[config.mk]
export PLATFORM = sky130hd
export DESIGN_NAME = pipe_hazard_ctrl
export DESIGN_NICKNAME = d
export VERILOG_FILES = /design/src/rtl/cpu_pkg.sv /design/src/rtl/hazard_detect.sv /design/src/rtl/pipe_hazard_ctrl.sv
export SDC_FILE = /design/constraint.sdc
export NUM_CORES = 1
export LEC_CHECK = 0
export ABC_AREA = 1
export CORE_MARGIN = 2
export CORE_UTILIZATION = 42
export DETAILED_ROUTE_END_ITERATION = 8
export HOLD_SLACK_MARGIN = 0.08
export PLACE_DENSITY = 0.76
export SYNTH_ARGS = -nofsm -noshare
export SYNTH_HDL_FRONTEND = slang
export SYNTH_SLANG_ARGS = --single-unit
[constraint.sdc]
create_clock -name clk -period 1.5 [get_ports clk]
set_input_delay 0.375 -clock clk [delete_from_list [all_inputs] [get_ports clk]]
set_output_delay 0.375 -clock clk [all_outputs]
set_load 0.05 [all_outputs]
[src/rtl/cpu_pkg.sv]
// Shared CPU definitions: opcode constants and the hazard-controller FSM encoding.
package cpu_pkg;

    localparam logic [3:0] OP_HLT = 4'hF;

    typedef enum logic [1:0] {
        ST_RUN    = 2'd0,
        ST_DRAIN  = 2'd1,
        ST_HALTED = 2'd2
    } state_t;

endpackage

[src/rtl/hazard_detect.sv]
// Combinational hazard compares between ID sources and EX/MEM destinations.
module hazard_detect (
    input  logic       id_rs1_used,
    input  logic       id_rs2_used,
    input  logic [3:0] id_rs1,
    input  logic [3:0] id_rs2,
    input  logic       id_branch,
    input  logic       id_branch_reg,
    input  logic       ex_mem_read,
    input  logic       ex_reg_write,
    input  logic       ex_flag_write,
    input  logic [3:0] ex_rd,
    input  logic       mem_mem_read,
    input  logic [3:0] mem_rd,
    output logic       load_use,
    output logic       br_haz,
    output logic       flag_haz
);

    // Register 0 is hardwired, so a zero destination never creates a dependency.
    logic exRdLive;
    logic memRdLive;

    assign exRdLive  = (ex_rd != 4'd0);
    assign memRdLive = (mem_rd != 4'd0);

    assign load_use = ex_mem_read & ex_reg_write & exRdLive &
                      ((id_rs1_used & (id_rs1 == ex_rd)) |
                       (id_rs2_used & (id_rs2 == ex_rd)));

    assign br_haz = id_branch_reg &
                    ((ex_reg_write & exRdLive & (id_rs1 == ex_rd)) |
                     (mem_mem_read & memRdLive & (id_rs1 == mem_rd)));

    assign flag_haz = id_branch & ex_flag_write;

endmodule

[src/rtl/pipe_hazard_ctrl.sv]
// Pipeline stall/flush controller with HLT drain sequencing and a saturating stall counter.
module pipe_hazard_ctrl
    import cpu_pkg::*;
#(
    parameter int unsigned DRAIN_CYCLES = 3,
    parameter int unsigned CNT_W        = 16
) (
    input  logic             clk,
    input  logic             rst_n,
    input  logic [3:0]       id_opcode,
    input  logic [3:0]       id_rs1,
    input  logic [3:0]       id_rs2,
    input  logic             id_rs1_used,
    input  logic             id_rs2_used,
    input  logic             id_branch,
    input  logic             id_branch_reg,
    input  logic             id_branch_take,
    input  logic             ex_mem_read,
    input  logic             ex_reg_write,
    input  logic             ex_flag_write,
    input  logic [3:0]       ex_rd,
    input  logic             mem_mem_read,
    input  logic [3:0]       mem_rd,
    output logic             pc_en,
    output logic             if_id_en,
    output logic             if_id_flush,
    output logic             id_ex_flush,
    output logic             halted,
    output logic [CNT_W-1:0] stall_cnt
);

    localparam int unsigned DW = (DRAIN_CYCLES > 1) ? $clog2(DRAIN_CYCLES) : 1;
    localparam logic [DW-1:0] DRAIN_LOAD = DW'(DRAIN_CYCLES - 1);

    state_t        state;
    state_t        stateNext;
    logic [DW-1:0] drainCnt;
    logic [DW-1:0] drainCntNext;
    logic          stallInc;
    logic          loadUse;
    logic          brHaz;
    logic          flagHaz;
    logic          anyHaz;

    hazard_detect u_hazard_detect (
        .id_rs1_used   (id_rs1_used),
        .id_rs2_used   (id_rs2_used),
        .id_rs1        (id_rs1),
        .id_rs2        (id_rs2),
        .id_branch     (id_branch),
        .id_branch_reg (id_branch_reg),
        .ex_mem_read   (ex_mem_read),
        .ex_reg_write  (ex_reg_write),
        .ex_flag_write (ex_flag_write),
        .ex_rd         (ex_rd),
        .mem_mem_read  (mem_mem_read),
        .mem_rd        (mem_rd),
        .load_use      (loadUse),
        .br_haz        (brHaz),
        .flag_haz      (flagHaz)
    );

    assign anyHaz = loadUse | brHaz | flagHaz;

    // State, drain countdown and saturating stall statistics.
    always_ff @(posedge clk or negedge rst_n) begin
        if (!rst_n) begin
            state     <= ST_RUN;
            drainCnt  <= '0;
            stall_cnt <= '0;
        end else begin
            state    <= stateNext;
            drainCnt <= drainCntNext;
            if (stallInc && (stall_cnt != '1)) begin
                stall_cnt <= stall_cnt + CNT_W'(1);
            end
        end
    end

    // Next-state and pipeline control; a held reset presents free-running enables.
    always_comb begin
        stateNext    = state;
        drainCntNext = drainCnt;
        stallInc     = 1'b0;
        pc_en        = 1'b1;
        if_id_en     = 1'b1;
        if_id_flush  = 1'b0;
        id_ex_flush  = 1'b0;
        halted       = 1'b0;
        if (rst_n) begin
            unique case (state)
                ST_RUN: begin
                    if (anyHaz) begin
                        // A coincident taken branch is dropped here and re-resolved next cycle.
                        pc_en       = 1'b0;
                        if_id_en    = 1'b0;
                        id_ex_flush = 1'b1;
                        stallInc    = 1'b1;
                    end else if (id_opcode == OP_HLT) begin
                        pc_en        = 1'b0;
                        if_id_en     = 1'b0;
                        if_id_flush  = 1'b1;
                        stateNext    = ST_DRAIN;
                        drainCntNext = DRAIN_LOAD;
                    end else if (id_branch_take) begin
                        if_id_flush = 1'b1;
                    end
                end
                ST_DRAIN: begin
                    pc_en       = 1'b0;
                    if_id_en    = 1'b0;
                    if_id_flush = 1'b1;
                    id_ex_flush = 1'b1;
                    if (drainCnt == '0) begin
                        stateNext = ST_HALTED;
                    end else begin
                        drainCntNext = drainCnt - DW'(1);
                    end
                end
                ST_HALTED: begin
                    pc_en       = 1'b0;
                    if_id_en    = 1'b0;
                    if_id_flush = 1'b1;
                    id_ex_flush = 1'b1;
                    halted      = 1'b1;
                end
                default: begin
                    stateNext = ST_RUN;
                end
            endcase
        end
    end

endmodule

==> flow_summary.ini, run 1 <==
[sta]
fin_crit_sh_pct = 127
setup_ws_ns = -0.400
drv_slew = 0
finalSetupViolCount = 25
rsz0062_at_grt = true
period_needed_ns = 1.90
finalClockSkew_ns = 0.00549
holdWs_ns = 0.223
tightest_slew_ns = 0.360
finalHoldViolations = 0
relSlewSlack_pct = 75.8
max_freq_ghz = 0.526

[setup_path]
end_kind = output pin
rrSetupSlack_ns = -0.27
r2r_end = stall_cnt[9]
ff2ff_path_depth = 9
required_ns = 1.12
critPathLaunch = state[0]
r2r_start = state[0]
startpoint_type = register
crit_fanout = 5
criticalPathCategory = register to output pin
worstPathArrival_ns = 1.52
cp-endpoint = id_ex_flush

[cts]
htreeDepth = 1
cts_buffers = 3
holdBufCountCts = 0
clock_latency_ns = 0.26
cts_tree = done
cts_max_path_buffers = 2
cts_root_buf = clkbuf_8
clk_pin_slew_ns = 0.07
clock-sinks = 20

[final_layout]
fin_area_um2 = 3120
final_util_pct = 83.9
drive_gt1_share_pct = 50.3
final_common_cell = nand2_1
n_antenna_cell = 0
fin_nets = 383
fin_cells = 392
area_growth_pct = 89.0
layout_common_cells = nand2_1 (76), buf_4 (41), nand3_1 (20)

[place]
gp_congestion = 0.950
detailed_place_hpwl_um = 3700
dp.cells = 382
port_buffers = 51
dpl_cell_area_um2 = 2780

[synthesis]
yosysWarnings = 0
avgSynthCellArea_um2 = 6.71
synthCells = 246
synth.distinct_cells = 27
synth.area.top_cells = dfrtp_1 (30%), nand2_1 (20%), nand3_1 (8.2%)
yosys.area.top_type = dfrtp_1
yosys.area.top_type_share_pct = 30.3
ys_seq_area_share_pct = 30.3
synth_area_um2 = 1650
ys_seq_elements = 20
postSynthNetCount = 283

[detailed_routing]
vias = 2024
via_per_inst = 5.16
first_pass_iters = 4
drt-initial-drc-count = 202
drt_wl_total_um = 6310
final_antenna_net_count = 0
drc_errors = 0
wl_per_cell_um = 16.1

[power_and_ir_drop]
peakVddDrop_mv = 1.07
leakagePower_nw = 1.56
powerDensity_nw_per_um2 = 1170
total_power_mw = 3.65

[hold_path]
hold_path_class = primary input to asynchronous set/reset pin

[die]
dieArea_um2 = 4450
die_h_um = 66.7
start_util_pct = 44.4
rows = 22
core-area_um2 = 3720
die_width_um = 66.7
io-pin-count = 52

[run_status]
violations = setup timing
status = finished, violations left

[global_routing]
grt_pass1_vias = 2102
grt_antenna_before_repair = 0
grt_pass1_wl_um = 9220
grt.overflow.total = 0
grt_max_degree = 22
track_usage_pct = 27.5

[run]
drv_cap = 0
## stage by stage
stage	TNS [ns]	setup WS, ns
floorplan	-4.85	-0.343
global placement	-20.06	-0.944
detailed placement	-21.25	-0.984
CTS	-2.77	-0.361
global route	-6.97	-0.472
finish	-5.25	-0.400
## routing by layer
metal	vias up	track usage, %	part of all wire (%)
met5	-	0	0
met1	950	29.7	36
met4	0	11.7	3.4
li1	965	-	-
met2	85	50.1	54
met3	24	7.09	6.1
## cells by family (layout without fill, tap and decap cells)
| group | count (synthesis) | after routing | share of synthesized area [%] |
|---|---|---|---|
| AOI/OAI and AO/OA | 7 | 7 | 3.26 |
| xor gates and xnor gates | 15 | 15 | 7.96 |
| adders and majority gates | 6 | 6 | 4.55 |
| buffers and inverters | 38 | 136 | 9.93 |
| DFF | 20 | 20 | 30.3 |
| and+or+nand+nor | 160 | 160 | 44.0 |
## synthesized netlist by cell type
library cell / instances
a21boi_1: 1
a21oi_1: 1
a31oi_4: 1
and2_1: 1
buf_2: 1
buf_4: 2
buf_6: 1
clkinv_4: 1
dfrtp_1: 20
ha_1: 6
inv_1: 32
inv_2: 1
nand2_1: 90
nand2_2: 1
nand2_4: 2
nand3_1: 27
nand3_2: 2
nand4_1: 5
nor2_1: 22
nor2_4: 1
nor3_1: 3
nor3_4: 2
nor4_1: 3
o21ai_0: 4
or2_2: 1
xnor2_1: 5
xor2_1: 10
## state kept, by name (all words and copies together) (netlist names)
name	count
stall_cnt	16
drainCnt	2
state	2
## worst min-delay path by stage
stage	from	endpoint	cells after the start	slack, ns
6_report	rst_n	stall_cnt[11]	2	0.22
5_1_grt	rst_n	stall_cnt[11]	2	0.24
4_1_cts	rst_n	state[0]	2	0.23
3_5_place_dp	drainCnt[1]	drainCnt[1]	2	0.48
3_3_place_gp	drainCnt[1]	drainCnt[1]	2	0.46
2_1_floorplan	rst_n	drainCnt[0]	0	0.08
## repair_timing
action / CTS / global route
pin swaps: 48 / 38
setup buffers: 8 / 4
gates cloned: 0 / 0
resized for setup: 141 / 35
setup endpoints to repair: 25 / 26
## final cells by class
class,instances,area [um2]
fill,214,597
timing repair buffer,99,1080
tap,48,60.1
inverter,34,160
sequential,20,513
multi-input combinational,188,1260
clock buffer,3,41.3
## critical path: stages (launching register included)
cell	delay, ns
dfrtp_1	0.43
inv_2	0.11
ha_4	0.20
buf_4	0.14
nand2_4	0.06
clkinv_4	0.06
nor2_4	0.03
nor2_4	0.10
buf_12	0.14
## where the power goes
part | switching [mW] | internal, mW
combinational | 1.36 | 1.19
clock | 0.181 | 0.179
sequential | 0.106 | 0.639
Note: power is estimated with default switching activity, not from simulation.
==> run 2, diff against run 1 <==
--- a/config.mk
+++ b/config.mk
@@ -6,7 +6,7 @@
 export NUM_CORES = 1
 export LEC_CHECK = 0
 export ABC_AREA = 1
-export CORE_MARGIN = 2
+export CORE_MARGIN = 4
 export CORE_UTILIZATION = 42
 export DETAILED_ROUTE_END_ITERATION = 8
 export HOLD_SLACK_MARGIN = 0.08
==> flow_summary.ini, run 2 (synthesis results as in run 1) <==
[power_and_ir_drop]
peakVddDrop_mv = 0.744
clkPwrFrac_pct = 9.8
switching_power_mw = 1.57
cell_internal_pwr_mw = 2.00
powerDensity_nw_per_um2 = 1160
leakagePower_nw = 1.55
power_frac_comb_pct = 69.6
power_frac_seq_pct = 20.6
total_power_mw = 3.57
swShare_pct = 44.1

[final_layout]
fillers = 215
n_antenna_cell = 0
reg_top3 = stall_cnt: 16 flops, drainCnt: 2 flops, state: 2 flops
regMostFlops = stall_cnt
layout_common_cells = nand2_1 (79), buf_4 (36), nand3_1 (22)
fin_area_um2 = 3080
final_util_pct = 82.8
final_common_cell = nand2_1
drive_gt1_share_pct = 48.2
fin_nets = 381
fin_cells = 390
largest_reg_flops = 16
area_growth_pct = 86.4

[die]
dieArea_um2 = 5000
start_util_pct = 44.4
io-pin-count = 52
die_width_um = 70.7
rows = 22
core-area_um2 = 3720
die_h_um = 70.7

[cts]
clk_pin_slew_ns = 0.07
clock_latency_ns = 0.26
htreeDepth = 1
cts_buffers = 3
holdBufCountCts = 0
clock-sinks = 20
cts_root_buf = clkbuf_8
cts_tree = done
cts_max_path_buffers = 2

[detailed_routing]
drt-initial-drc-count = 215
drt_wl_total_um = 6090
first_pass_iters = 4
drc_errors = 0
wl_per_cell_um = 15.6
vias = 2033
final_antenna_net_count = 0
via_per_inst = 5.21

[global_routing]
grt_pass1_wl_um = 9490
grt_antenna_before_repair = 0
grt_pass1_vias = 2144
grt.overflow.total = 0
grt_max_degree = 22
track_usage_pct = 23.3

[setup_path]
required_ns = 1.12
startpoint_type = register
worstPathArrival_ns = 1.57
crit_fanout = 5
criticalPathCategory = register to output pin
end_kind = output pin

[place]
dpl_cell_area_um2 = 2760
pre_cts_ws_ns = -0.973
gp_congestion = 0.879
dp.cells = 379
detailed_place_hpwl_um = 3930
port_buffers = 51

[sta]
period_needed_ns = 1.95
max_freq_ghz = 0.513
rsz0062_at_grt = true
tightest_slew_ns = 0.407
drv_slew = 0
fin_crit_sh_pct = 130
relSlewSlack_pct = 72.6
finalClockSkew_ns = 0.00558
finalHoldViolations = 0
setup_ws_ns = -0.449
finalSetupViolCount = 23

[hold_path]
hold_path_class = primary input to asynchronous set/reset pin

[run]
drv_cap = 0

[run_status]
status = finished, violations left
violations = setup timing
[run 2: final timing paths]
kind,slack (ns),end,cells past startpoint,startpoint
setup / recovery,-0.45,if_id_flush,7,state[0]
hold / removal,0.25,state[1],2,rst_n
setup reg to reg,-0.16,stall_cnt[8],8,state[0]
hold reg to reg,0.51,drainCnt[1],2,drainCnt[1]
max in group asynchronous,1.05,stall_cnt[4],2,rst_n
min in group clk,0.51,drainCnt[1],2,drainCnt[1]
[run 2: what timing repair did]
| item | 4_1_cts | 5_1_grt |
|---|---|---|
| setup buffers | 7 | 6 |
| endpoints found under the setup margin | 25 | 25 |
| gates resized for setup | 150 | 21 |
| pin swaps | 48 | 28 |
[run 2: area by class of cell]
cell class	instances	area (um2)	share of cell area [%]
clock buffers	3	41.3	1.34
inverters	34	163	5.29
multi-input cells	188	1210	39.4
flip-flops and latches	20	513	16.7
well taps	48	60.1	1.95
repair buffers	97	1090	35.3
[run 2: routing by layer]
metal / share of wire (%) / up-vias / wire length (um) / track usage (%)
met5: 0 / - / 0 / 0
met4: 3.5 / 0 / 214 / 8.35
met3: 6.4 / 22 / 391 / 4.55
met2: 53 / 99 / 3230 / 42.8
met1: 37 / 949 / 2260 / 26.5
li1: - / 963 / - / -
[run 2: power by group through the flow]
| stage | clock network (mW) | logic [mW] | registers [mW] |
|---|---|---|---|
| global placement | 0 | 1.79 | 0.731 |
| global route | 0.377 | 2.61 | 0.744 |
| detailed placement | 0 | 1.83 | 0.737 |
| floorplan | 0 | 0.824 | 0.915 |
| CTS | 0.353 | 2.24 | 0.727 |
| finish | 0.351 | 2.49 | 0.734 |
[run 2: through the flow]
stage,TNS [ns],hold WS [ns]
2_1_floorplan,-4.85,0.0794
3_3_place_gp,-20.16,0.466
3_5_place_dp,-20.82,0.481
4_1_cts,-2.87,0.232
5_1_grt,-6.89,0.270
6_report,-4.52,0.251
[run 2: critical path: stages (launching register included)]
cell,delay (ns)
dfrtp_1,0.43
inv_2,0.11
ha_4,0.21
o21ai_2,0.11
nor2_4,0.14
nor2_4,0.05
nor2_4,0.12
buf_12,0.14
